==> src/rtl/control_sequencer.sv <==
// Fetch-decode-execute control unit for the Mini-CPU: sequences fetch and drives all bus enables/load strobes.
// Optional CU_ILLEGAL_TRAP_EN: undefined opcodes halt and raise 'illegal' instead of executing as NOP.
module control_sequencer (
    input  logic       clk,
    input  logic       reset,
    input  logic [7:0] opcode,
    input  logic       zero_flag,
    output logic       pc_out,
    output logic       pc_inc,
    output logic       pc_in,
    output logic       mar_in,
    output logic       ram_out,
    output logic       ram_we,
    output logic       cir_in,
    output logic       cir_out,
    output logic       acc_in,
    output logic       acc_out,
    output logic       b_in,
    output logic       alu_out,
    output logic       alu_sub,
    output logic       flags_in,
    output logic       halted,
`ifdef CU_ILLEGAL_TRAP_EN
    output logic       illegal,
`endif
    output logic [2:0] state
);

    typedef enum logic [2:0] {
        S_F0   = 3'd0,
        S_F1   = 3'd1,
        S_DEC  = 3'd2,
        S_E0   = 3'd3,
        S_E1   = 3'd4,
        S_E2   = 3'd5,
        S_HALT = 3'd6
    } state_t;

    state_t r_state;

    logic w_isNop;
    logic w_isHlt;
    logic w_isExec;
    logic w_isMem;
    logic w_isAlu;

    assign w_isNop  = (opcode == 8'h00);
    assign w_isHlt  = (opcode == 8'hFF);
    assign w_isExec = (opcode[7:3] == 5'd0) && !w_isNop;
    assign w_isMem  = (opcode == 8'h02) || (opcode == 8'h03);
    assign w_isAlu  = (opcode == 8'h04) || (opcode == 8'h05);

`ifdef CU_ILLEGAL_TRAP_EN
    logic r_illegal;
    assign illegal = r_illegal;
`endif

    // Opcode is only trusted from DEC onward; the execute length is chosen from it step by step.
    always_ff @(posedge clk) begin
        if (reset) begin
            r_state <= S_F0;
`ifdef CU_ILLEGAL_TRAP_EN
            r_illegal <= 1'b0;
`endif
        end else begin
            case (r_state)
                S_F0:  r_state <= S_F1;
                S_F1:  r_state <= S_DEC;
                S_DEC: begin
                    if (w_isHlt)
                        r_state <= S_HALT;
                    else if (w_isExec)
                        r_state <= S_E0;
                    else if (w_isNop)
                        r_state <= S_F0;
                    else begin
`ifdef CU_ILLEGAL_TRAP_EN
                        r_state   <= S_HALT;
                        r_illegal <= 1'b1;
`else
                        r_state   <= S_F0;
`endif
                    end
                end
                S_E0:   r_state <= (w_isMem || w_isAlu) ? S_E1 : S_F0;
                S_E1:   r_state <= w_isAlu ? S_E2 : S_F0;
                S_E2:   r_state <= S_F0;
                S_HALT: r_state <= S_HALT;
                default: r_state <= S_F0;
            endcase
        end
    end

    // Strobes are decoded combinationally; only one bus driver is ever selected per state/opcode.
    always_comb begin
        pc_out   = 1'b0;
        pc_inc   = 1'b0;
        pc_in    = 1'b0;
        mar_in   = 1'b0;
        ram_out  = 1'b0;
        ram_we   = 1'b0;
        cir_in   = 1'b0;
        cir_out  = 1'b0;
        acc_in   = 1'b0;
        acc_out  = 1'b0;
        b_in     = 1'b0;
        alu_out  = 1'b0;
        alu_sub  = 1'b0;
        flags_in = 1'b0;
        halted   = 1'b0;
        case (r_state)
            S_F0: begin
                pc_out = 1'b1;
                mar_in = 1'b1;
            end
            S_F1: begin
                ram_out = 1'b1;
                cir_in  = 1'b1;
                pc_inc  = 1'b1;
            end
            S_E0: begin
                case (opcode)
                    8'h01: begin
                        cir_out = 1'b1;
                        acc_in  = 1'b1;
                    end
                    8'h02, 8'h03, 8'h04, 8'h05: begin
                        cir_out = 1'b1;
                        mar_in  = 1'b1;
                    end
                    8'h06: begin
                        cir_out = 1'b1;
                        pc_in   = 1'b1;
                    end
                    8'h07: begin
                        cir_out = zero_flag;
                        pc_in   = zero_flag;
                    end
                    default: ;
                endcase
            end
            S_E1: begin
                case (opcode)
                    8'h02: begin
                        ram_out = 1'b1;
                        acc_in  = 1'b1;
                    end
                    8'h03: begin
                        acc_out = 1'b1;
                        ram_we  = 1'b1;
                    end
                    8'h04, 8'h05: begin
                        ram_out = 1'b1;
                        b_in    = 1'b1;
                    end
                    default: ;
                endcase
            end
            S_E2: begin
                if (w_isAlu) begin
                    alu_out  = 1'b1;
                    acc_in   = 1'b1;
                    flags_in = 1'b1;
                    alu_sub  = (opcode == 8'h05);
                end
            end
            S_HALT: halted = 1'b1;
            default: ;
        endcase
    end

    assign state = r_state;

endmodule

==> config.mk <==
export PLATFORM = sky130hd
export DESIGN_NAME = control_sequencer
export DESIGN_NICKNAME = d
export VERILOG_FILES = /design/src/rtl/control_sequencer.sv
export SDC_FILE = /design/constraint.sdc
export NUM_CORES = 1
export LEC_CHECK = 0
export ABC_AREA = 1
export BUFFER_PORTS_ARGS = -buffer_cell sky130_fd_sc_hd__buf_2
export CAP_MARGIN = 25
export CORE_AREA = 2 2 39 41
export CTS_CLUSTER_DIAMETER = 30
export CTS_CLUSTER_SIZE = 16
export DETAILED_ROUTE_END_ITERATION = 7
export DIE_AREA = 0 0 41 43
export PLACE_DENSITY_LB_ADDON = 0.3
export SLEW_MARGIN = 20
export SYNTH_ARGS = -nofsm -noshare
export SYNTH_HDL_FRONTEND = slang
export SYNTH_SLANG_ARGS = --single-unit
==> constraint.sdc <==
create_clock -name clk -period 1.4 [get_ports clk]
set_input_delay 0.14 -clock clk [delete_from_list [all_inputs] [get_ports clk]]
set_output_delay 0.14 -clock clk [all_outputs]
set_load 0.02 [all_outputs]
# Word-level counts from Yosys, hierarchy flattened
# Index checks and enable logic that the tools add are counted.
# totals
register_bits	3
word_cells	54
out_inout_bits	18
# classes
n_reduce_logical	12
n_mux	27
eq_ne	14
# op_table
cell	n
8-bit by 3-bit equality test with 1-bit output (second input constant)	4
3-bit one-hot mux with 6 select lines	1
1-bit 2-to-1 mux	17
8-bit by 2-bit equality test with 1-bit output (second input constant)	2
3-bit equality test (second input constant)	3
3-bit 2-to-1 mux	3
8-bit by 1-bit equality test with 1-bit output (second input constant)	1
8-bit equality test (second input constant)	1
8-bit logical NOT	1
1-bit one-hot mux with 2 select lines	4
3-bit by 2-bit equality test with 1-bit output (second input constant)	2
6-bit OR reduction	1
5-bit logical NOT	1
4-bit OR reduction	1
3-bit by 1-bit equality test with 1-bit output (second input constant)	1
3-bit logical NOT	1
1-bit logical OR	3
1-bit one-hot mux with 3 select lines	1
3-bit OR reduction	1
2-bit 2-to-1 mux	1
2-bit OR reduction	1
1-bit logical AND	1
1-bit logical NOT	1

# Longest topological paths before layout
# Gate-level depths: netlist of the first run.
# depth
ltp_word	6
ltp_mapped	8

# Least setup slack after synthesis of the first run
# Ideal clock, no wire load.
# synth_timing
kind	register to output
start	reg r_state[2], in the netlist state[2]
end	out ram_we
required_time_ns	1.260
setup_slack_ns	-0.378
path_buffers	1
t_arrival_ns	1.638
stages_incl_launch_ff	4
cell_sequence	dfxtp_1 -> inv_1 -> nor4_1 -> buf_4
# synth_via
elab_chain_cells	2
# synth_rtl
item	line_no	text
start: declaration	39	state_t r_state;
start signal: assignment	85	S_E0: r_state <= (w_isMem || w_isAlu) ? S_E1 : S_F0;
start signal: assignment	86	S_E1: r_state <= w_isAlu ? S_E2 : S_F0;
3-bit equality test	n/a	
1-bit 2-to-1 mux	n/a	
end: declaration	13	output logic ram_we,
# Every way passes these cells.

# Worst setup path after layout of the first run
# layout_timing
start	reg r_state[1], in the netlist state[1]
end	out ram_out
# layout_via
elab_chain_cells	2
word_cells_on_any_way	3
# layout_rtl
item	line_no	text
3-bit equality test or 3-bit by 1-bit equality test with 1-bit output (tied branches)	111	case (r_state)
1-bit one-hot mux with 2 select lines (*)	111	
end: declaration	12	output logic ram_out,
# Every way passes the cells marked *; elsewhere a longest branch is shown, timed or not.

==> flow_metrics.tcl, run 1 <==
set metrics [dict create \
    routed_wl_um 1286 \
    grt_overflow 0 \
    dr.pass1.iters 4 \
    htreeDepth 1 \
    yosysUniqueCellTypes 18 \
    avgSynthCellArea_um2 5.630 \
    drive_above_1_share 0.5259 \
    slew_headroom 0.8514 \
    grtUsageTotal 0.1573 \
    grt_pass1_wl_um 1980 \
    clock_latency_ps 230 \
    die_w_um 41 \
    slew_violations 0 \
    setup_viol 0 \
    via_per_inst 4.545 \
    clk_path_buf_depth 2 \
    antenna_found_initial 0 \
    p_sw_uw 148.1 \
    final_nets 128 \
    design.die.area_um2 1763 \
    die_h_um 43 \
    ys_top_cells_by_area "inv_1, nand2_1, dfxtp_1, nand3_1, nor2_1" \
    clkPwrFrac 0.380 \
    synth.net_count 93 \
    rsz0062_at_grt "yes" \
    first_iter_violations 14 \
    cp-end-kind "output pin" \
    fin_util 0.5280 \
    r2r-start "state[2]" \
    core.rowCount 14 \
    finalCritPeriodShare 0.9675 \
    cp.required_ps 1260 \
    fillCellCount 136 \
    worstPathMaxFanout 7 \
    skew_ps 1.226 \
    power.share.sequential 0.247 \
    synth_seq_cells 3 \
    cts_tree "yes" \
    clock-sinks 3 \
    ant_nets 0 \
    cts-root-buf "clkbuf_4" \
    wl_per_cell_um 9.742 \
    start_kind "register" \
    area_growth_pct 58.27 \
    max_slew.worst_pin.slew_ps 221.3 \
    drc 0 \
    synth_warnings 0 \
    hold_start "reset" \
    gp_congestion 0.8072 \
    ios 29 \
    hpwl_um 1021 \
    antenna_cells 0 \
    grt_pass1_vias 512 \
    clk_pin_slew_ps 40 \
    grt_max_degree 11 \
    fin_hold_ws_ps 95.51 \
    vias 600 \
    synth_top_area_share 0.1463 \
    worst_ep_arrival_time_ps 1210 \
    r2r_cells 8 \
    yosys.area.top_type "inv_1" \
    power_switching_share 0.3704 \
    syn_area_um2 461.7 \
    crit_path_max_incr_delay_ps 360 \
    start_util 0.3336 \
    combPwrFrac 0.373 \
    cp_cell_sequence "nor3_2 -> nand3_2 -> nand3_1 -> buf_2" \
    powerDensity_nw_per_um2 547.1 \
    vdd_drop_max_v 0.0004258 \
    whs_path_depth 2 \
    yosysSeqAreaShare 0.1301 \
    r2r-end "state[2]" \
    criticalPathCategory "reg2out" \
    p_leak_uw 0.0004642 \
    layout_commonest_cell "buf_2" \
    worstHoldEndpoint "state[2]" \
    synth_cells 82 \
    finalHoldViolCount 0 \
    hold_class "in2reg" \
    core_area_um2 1384 \
    max_freq_ghz 0.7383 \
    p_int_uw 251.7 \
    largest_reg_flops 3 \
    path_buf_inv 1 \
    rrSetupSlack_ps 320 \
    cts_buffers 3 \
    outcome "finished clean" \
    portBuffers 28 \
    cp_top_family "simple AND/OR/NAND/NOR gates" \
    final_cell_mix "buf_2, inv_1, nand2_1, nor2_1, buf_4" \
    maxCapViolCount 0 \
    finalCriticalPeriod_ps 1354 \
    cp_slowest_cell "dfxtp_4" \
]
area by class of cell:
cell class,instances,area (um^2),area share
multi-input cells,57,345.3,0.4726
clock buffers,4,26.28,0.03596
inverters,19,73.82,0.1010
well taps,16,20.02,0.02740
flip-flops and latches,3,68.82,0.09418
repair buffers,33,196.4,0.2688
cells by family after synthesis:
kind of cell	Yosys count	share of synthesized area
AOI/OAI and AO/OA	2	0.03253
buffers and inverters	22	0.2032
DFF	3	0.1301
and+or+nand+nor	55	0.6341
worst reg2reg max path: stages (launching register included):
cell and delay [ps]:
dfxtp_2 360, inv_4 50, buf_6 120, buf_4 130
nand2_1 80, nand2_1 70, nand2_1 60, inv_1 40
a21oi_2 100
Yosys cell counts:
master	n
a21oi_2	1
nand3_1	9
nand2_4	1
dfxtp_1	3
inv_2	1
nor3_1	3
nor2_2	2
nand4_1	1
nor2_1	11
nor3_2	1
nand3_2	3
buf_4	3
nand2_2	5
nor2_8	1
a31oi_1	1
inv_1	18
nor4_1	1
nand2_1	17
how the worst max path moves through the flow:
stage,from,end,slack [ps],cells past startpoint
finish,state[1],ram_out,50,4
CTS,state[1],cir_out,30,5
floorplan,state[0],flags_in,-70,5
global route,state[2],acc_out,-50,4
detailed placement,opcode[0],cir_out,180,9
global placement,opcode[7],cir_out,190,9
through the flow:
stage / worst slack (ps) / std cells / instance area [um^2] / TNS (ps) / power (uW)
after floorplan: -65.73 / 82 / 481.7 / -83.46 / 191.7
after global placement: 190.8 / 126 / 641.9 / 0 / 241.6
after detailed placement: 179.6 / 126 / 641.9 / 0 / 243.7
after CTS: 31.69 / 130 / 679.4 / 0 / 398.3
after global routing: -46.47 / 132 / 730.7 / -250.2 / 427.5
final: 45.54 / 132 / 730.7 / 0 / 399.8
power groups by stage:
stage	clock network (uW)	logic [uW]	registers (uW)
6_report	152	149	98.7
4_1_cts	154	145	99.1
5_1_grt	163	164	100
3_3_place_gp	0	143	98.9
2_1_floorplan	0	82.2	109
3_5_place_dp	0	144	99.3
routing by layer:
metal,vias to the layer above,routed length [um],GRT usage
li1,317,-,-
met1,266,555,0.1981
met2,17,676,0.2594
met3,0,53,0.04712
met4,0,0,0.02000
met5,-,0,0
repair_timing:
item | CTS | global route
setup endpoints to repair | 6 | 9
pin swaps | 0 | 3
hold buffers | 0 | 0
buffers inserted | 0 | 2
resized for setup | 7 | 11
Note: power is estimated with default switching activity, not from simulation.
==> inputs of run 2 (changes only) <==
--- a/config.mk
+++ b/config.mk
@@ -9,8 +9,8 @@
 export BUFFER_PORTS_ARGS = -buffer_cell sky130_fd_sc_hd__buf_2
 export CAP_MARGIN = 25
 export CORE_AREA = 2 2 39 41
+export CTS_BUF_LIST = sky130_fd_sc_hd__clkbuf_4 sky130_fd_sc_hd__clkbuf_8 sky130_fd_sc_hd__clkbuf_16
 export CTS_CLUSTER_DIAMETER = 30
-export CTS_CLUSTER_SIZE = 16
 export DETAILED_ROUTE_END_ITERATION = 7
 export DIE_AREA = 0 0 41 43
 export PLACE_DENSITY_LB_ADDON = 0.3
==> flow_metrics.tcl, run 2 (same netlist as run 1, synthesis figures left out) <==
set metrics [dict create \
    setup_viol 0 \
    first_iter_violations 16 \
    finalCritPeriodShare 0.9687 \
    cts-root-buf "clkbuf_4" \
    area_growth_pct 59.08 \
    die_w_um 41 \
    clk_path_buf_depth 2 \
    rsz0062_at_grt "yes" \
    htreeDepth 1 \
    cts_buffers 3 \
    outcome "finished clean" \
    antenna_cells 0 \
    hold_class "in2reg" \
    fillCellCount 134 \
    r2r_cells 8 \
    start_kind "register" \
    routed_wl_um 1247 \
    criticalPathCategory "reg2out" \
    cp-end-kind "output pin" \
    r2r-start "state[2]" \
    vias 590 \
    grt_max_degree 11 \
    multiInputGateArea_um2 345.3 \
    rrSetupSlack_ps 330 \
    max_freq_ghz 0.7374 \
    core.rowCount 14 \
    ios 29 \
    drive_above_1_share 0.5345 \
    seq_area_um2 68.82 \
    grt_pass1_vias 512 \
    wl_per_cell_um 9.447 \
    portBuffers 28 \
    grt_pass1_wl_um 1980 \
    hpwl_um 1021 \
    worstHoldEndpoint "state[2]" \
    final_cell_mix "buf_2, inv_1, nand2_1, nor2_1, buf_4" \
    via_per_inst 4.470 \
    r2r-end "state[2]" \
    drc 0 \
    maxCapViolCount 0 \
    start_util 0.3336 \
    worst_ep_arrival_time_ps 1220 \
    final_nets 128 \
    antenna_found_initial 0 \
    grt_overflow 0 \
    grtUsageTotal 0.1573 \
    largest_reg_flops 3 \
    powerDensity_nw_per_um2 574.4 \
    cp.required_ps 1260 \
    clk_pin_slew_ps 40 \
    gp_congestion 0.8072 \
    max_slew.worst_pin.slew_ps 221.3 \
    finalHoldViolCount 0 \
    slew_headroom 0.8514 \
    hold_start "reset" \
    design.die.area_um2 1763 \
    whs_path_depth 2 \
    vdd_drop_max_v 0.0003822 \
    stdcell_count 132 \
    cts_tree "yes" \
    clock-sinks 3 \
    layout_commonest_cell "buf_2" \
    skew_ps 11.96 \
    fin_hold_ws_ps 86.08 \
    p_leak_uw 0.0004676 \
    die_h_um 43 \
    dp.cells 126 \
    worstPathMaxFanout 4 \
    clock_latency_ps 240 \
    dr.pass1.iters 4 \
    core_area_um2 1384 \
    ant_nets 0 \
    finalCriticalPeriod_ps 1356 \
    slew_violations 0 \
]
run 2: cell types whose count changed in the layout (fill, tap and decap cells not counted):
cell	before	now
clkbuf_1	1	0
clkbuf_4	3	4
run 2: worst max-delay path by stage:
stage / slack [ps] / start / to / cells past startpoint
2_1_floorplan: -70 / state[0] / flags_in / 5
3_3_place_gp: 190 / opcode[7] / cir_out / 9
3_5_place_dp: 180 / opcode[0] / cir_out / 9
4_1_cts: 30 / state[1] / cir_out / 5
5_1_grt: -50 / state[2] / acc_out / 4
6_report: 40 / state[2] / cir_out / 6
run 2: layout make-up:
class                      instances  area share
clock buffer                       4     0.04089
multi-input combinational         57      0.4702
inverter                          19      0.1005
timing repair buffer              33      0.2675
tap                               16     0.02726
sequential                         3     0.09370
run 2: critical path: stages (launching register included):
cell	delay, ps
dfxtp_2	330
inv_4	70
nand3_1	110
nor3_2	130
nand3_1	110
nand3_1	100
buf_4	140
run 2: stage by stage:
step           utilization  TNS (ps)  instance area, um^2  total power [uW]  setup WS (ps)
2_1_floorplan            -    -83.46                481.7             191.7         -65.73
3_3_place_gp        0.4638         0                641.9             241.6          190.8
3_5_place_dp        0.4638         0                641.9             243.7          179.6
4_1_cts             0.4937         0                683.2             417.6          31.69
5_1_grt             0.5307    -312.3                734.5             450.4         -54.22
6_report            0.5307         0                734.5             421.9          43.81
run 2: report_power, final:
| group | internal [uW] | switching, uW | total (uW) |
|---|---|---|---|
| Clock | 126 | 48.9 | 175 |
| Sequential | 90.7 | 7.54 | 98.2 |
| Combinational | 54.2 | 94.3 | 148 |
run 2: per-layer routing:
| layer | vias to the layer above | wire (um) | GRT usage |
|---|---|---|---|
| li1 | 316 | - | - |
| met2 | 17 | 677 | 0.2594 |
| met4 | 0 | 0 | 0.02000 |
| met1 | 257 | 511 | 0.1981 |
| met3 | 0 | 58 | 0.04712 |
| met5 | - | 0 | 0 |
run 2: repair_timing:
action	CTS	global route
gates cloned	0	0
gates resized for setup	7	11
pin swaps	0	3
setup buffers	0	2
hold buffers	0	0
endpoints found under the setup margin	6	9
==> inputs of run 3 (changes only) <==
==> constraint.sdc (replaced) <==
create_clock -name clk -period 1.7 [get_ports clk]
set_input_delay 0.17 -clock clk [delete_from_list [all_inputs] [get_ports clk]]
set_output_delay 0.17 -clock clk [all_outputs]
set_load 0.02 [all_outputs]
==> flow_metrics.tcl, run 3 (same netlist as run 1, synthesis figures left out) <==
set metrics [dict create \
    outcome "finished clean" \
    cts_setup_buffers 0 \
    finish.instance_area_um2 636.9 \
    area_growth_pct 37.94 \
    clock-sinks 3 \
    ant_nets 0 \
    criticalPathCategory "reg2out" \
    grt_pass1_wl_um 1766 \
    ctsHoldBuffers 0 \
    use_met1 0.1853 \
    routed_wl_um 1108 \
    htreeDepth 1 \
    fillCellCount 158 \
    layout_commonest_cell "buf_2" \
    die_w_um 41 \
    skew_ps 1.546 \
    clk_path_buf_depth 2 \
    grt_overflow 0 \
    stdcell_count 127 \
    antenna_cells 0 \
    p_leak_uw 0.0004373 \
    finalHoldViolCount 0 \
    grt-busiest-layer "met2" \
    vias 552 \
    max_slew.worst_pin.slew_ps 295.9 \
    dr.pass1.iters 4 \
    design.die.area_um2 1763 \
    finalCriticalPeriod_ps 1555 \
    final_cell_mix "buf_2, inv_1, nand2_1, nor2_1, nand3_1" \
    cts_tree "yes" \
    gp_congestion 0.8037 \
    worstPathMaxFanout 8 \
    grt_use_met2 0.2156 \
    via_per_inst 4.346 \
    cp-end-kind "output pin" \
    antenna_found_initial 0 \
    cts_buffers 3 \
    power_uw 327.7 \
    cp_slowest_cell "dfxtp_1" \
    final_nets 123 \
    wl_per_cell_um 8.724 \
    largest_reg_flops 3 \
    ios 29 \
    cp.required_ps 1530 \
    placed_cell_area_um2 605.6 \
    dp.cells 123 \
    vdd_drop_max_v 0.0002134 \
    setup_ws_ps 145.3 \
    drc 0 \
    slew_headroom 0.8025 \
    powerDensity_nw_per_um2 514.6 \
    maxCapViolCount 0 \
    met3_usage 0.01571 \
    core.rowCount 14 \
    core_area_um2 1384 \
    start_kind "register" \
    hold_class "in2reg" \
    slew_violations 0 \
    place_ws_ps 324.9 \
    max_freq_ghz 0.6432 \
    hpwl_um 922.9 \
    cp_cell_sequence "nand3_1 -> nor3_1 -> nand3_1 -> nand3_1 -> buf_2" \
    first_iter_violations 8 \
    worst_ep_arrival_time_ps 1380 \
    cts-root-buf "clkbuf_4" \
    clk_pin_slew_ps 40 \
    finalCritPeriodShare 0.9145 \
    start_util 0.3336 \
    tns_ps 0 \
    grt_max_degree 11 \
    portBuffers 28 \
    drive_above_1_share 0.4414 \
    die_h_um 43 \
    grtUsageTotal 0.1363 \
    clock_latency_ps 230 \
    crit_top_cell "nand3_1" \
    cts_resized 0 \
    crit_path_max_incr_delay_ps 480 \
    rsz0062_at_grt "no" \
    grt_pass1_vias 456 \
    setup_viol 0 \
]
## run 3: routing by layer
layer,routed length [um],up-vias,share of wire
met2,496,18,0.45
met3,68,0,0.061
li1,-,307,-
met1,543,227,0.49
met4,0,0,0
met5,0,-,0
## run 3: cell type report
class / count / area [um^2] / share of cell area
multi-input combinational: 57 / 314.1 / 0.4931
timing repair buffer: 28 / 140.1 / 0.2200
inverter: 19 / 71.32 / 0.1120
sequential: 3 / 61.31 / 0.09627
clock buffer: 4 / 30.03 / 0.04715
tap: 16 / 20.02 / 0.03143
## run 3: final timing paths
path	startpoint	to	slack, ps	depth (start not counted)
max	state[1]	cir_out	150	5
min	reset	state[2]	130	2
min reg2reg	state[0]	state[1]	630	2
max reg2reg	state[1]	state[0]	610	6
## run 3: critical path: cells and delay by family (launching register included)
family                 cells  cell delay [ps]
buffers and inverters      1              160
AND/OR/NAND/NOR            4              510
flip-flops                 1              480
## run 3: through the flow
stage / hold slack (ps) / util
final: 127.1 / 0.4602
after global routing: 137.1 / 0.4602
after detailed placement: 365.7 / 0.4376
after CTS: 123.5 / 0.4593
after floorplan: 232.4 / -
after global placement: 364.7 / 0.4376
## run 3: power breakdown
group,total [uW],internal [uW],leakage (uW),switching (uW)
Sequential,84.0,75.4,0.0000249,8.52
Clock,138,104,0.0000184,34.4
Combinational,106,36.8,0.000394,68.9
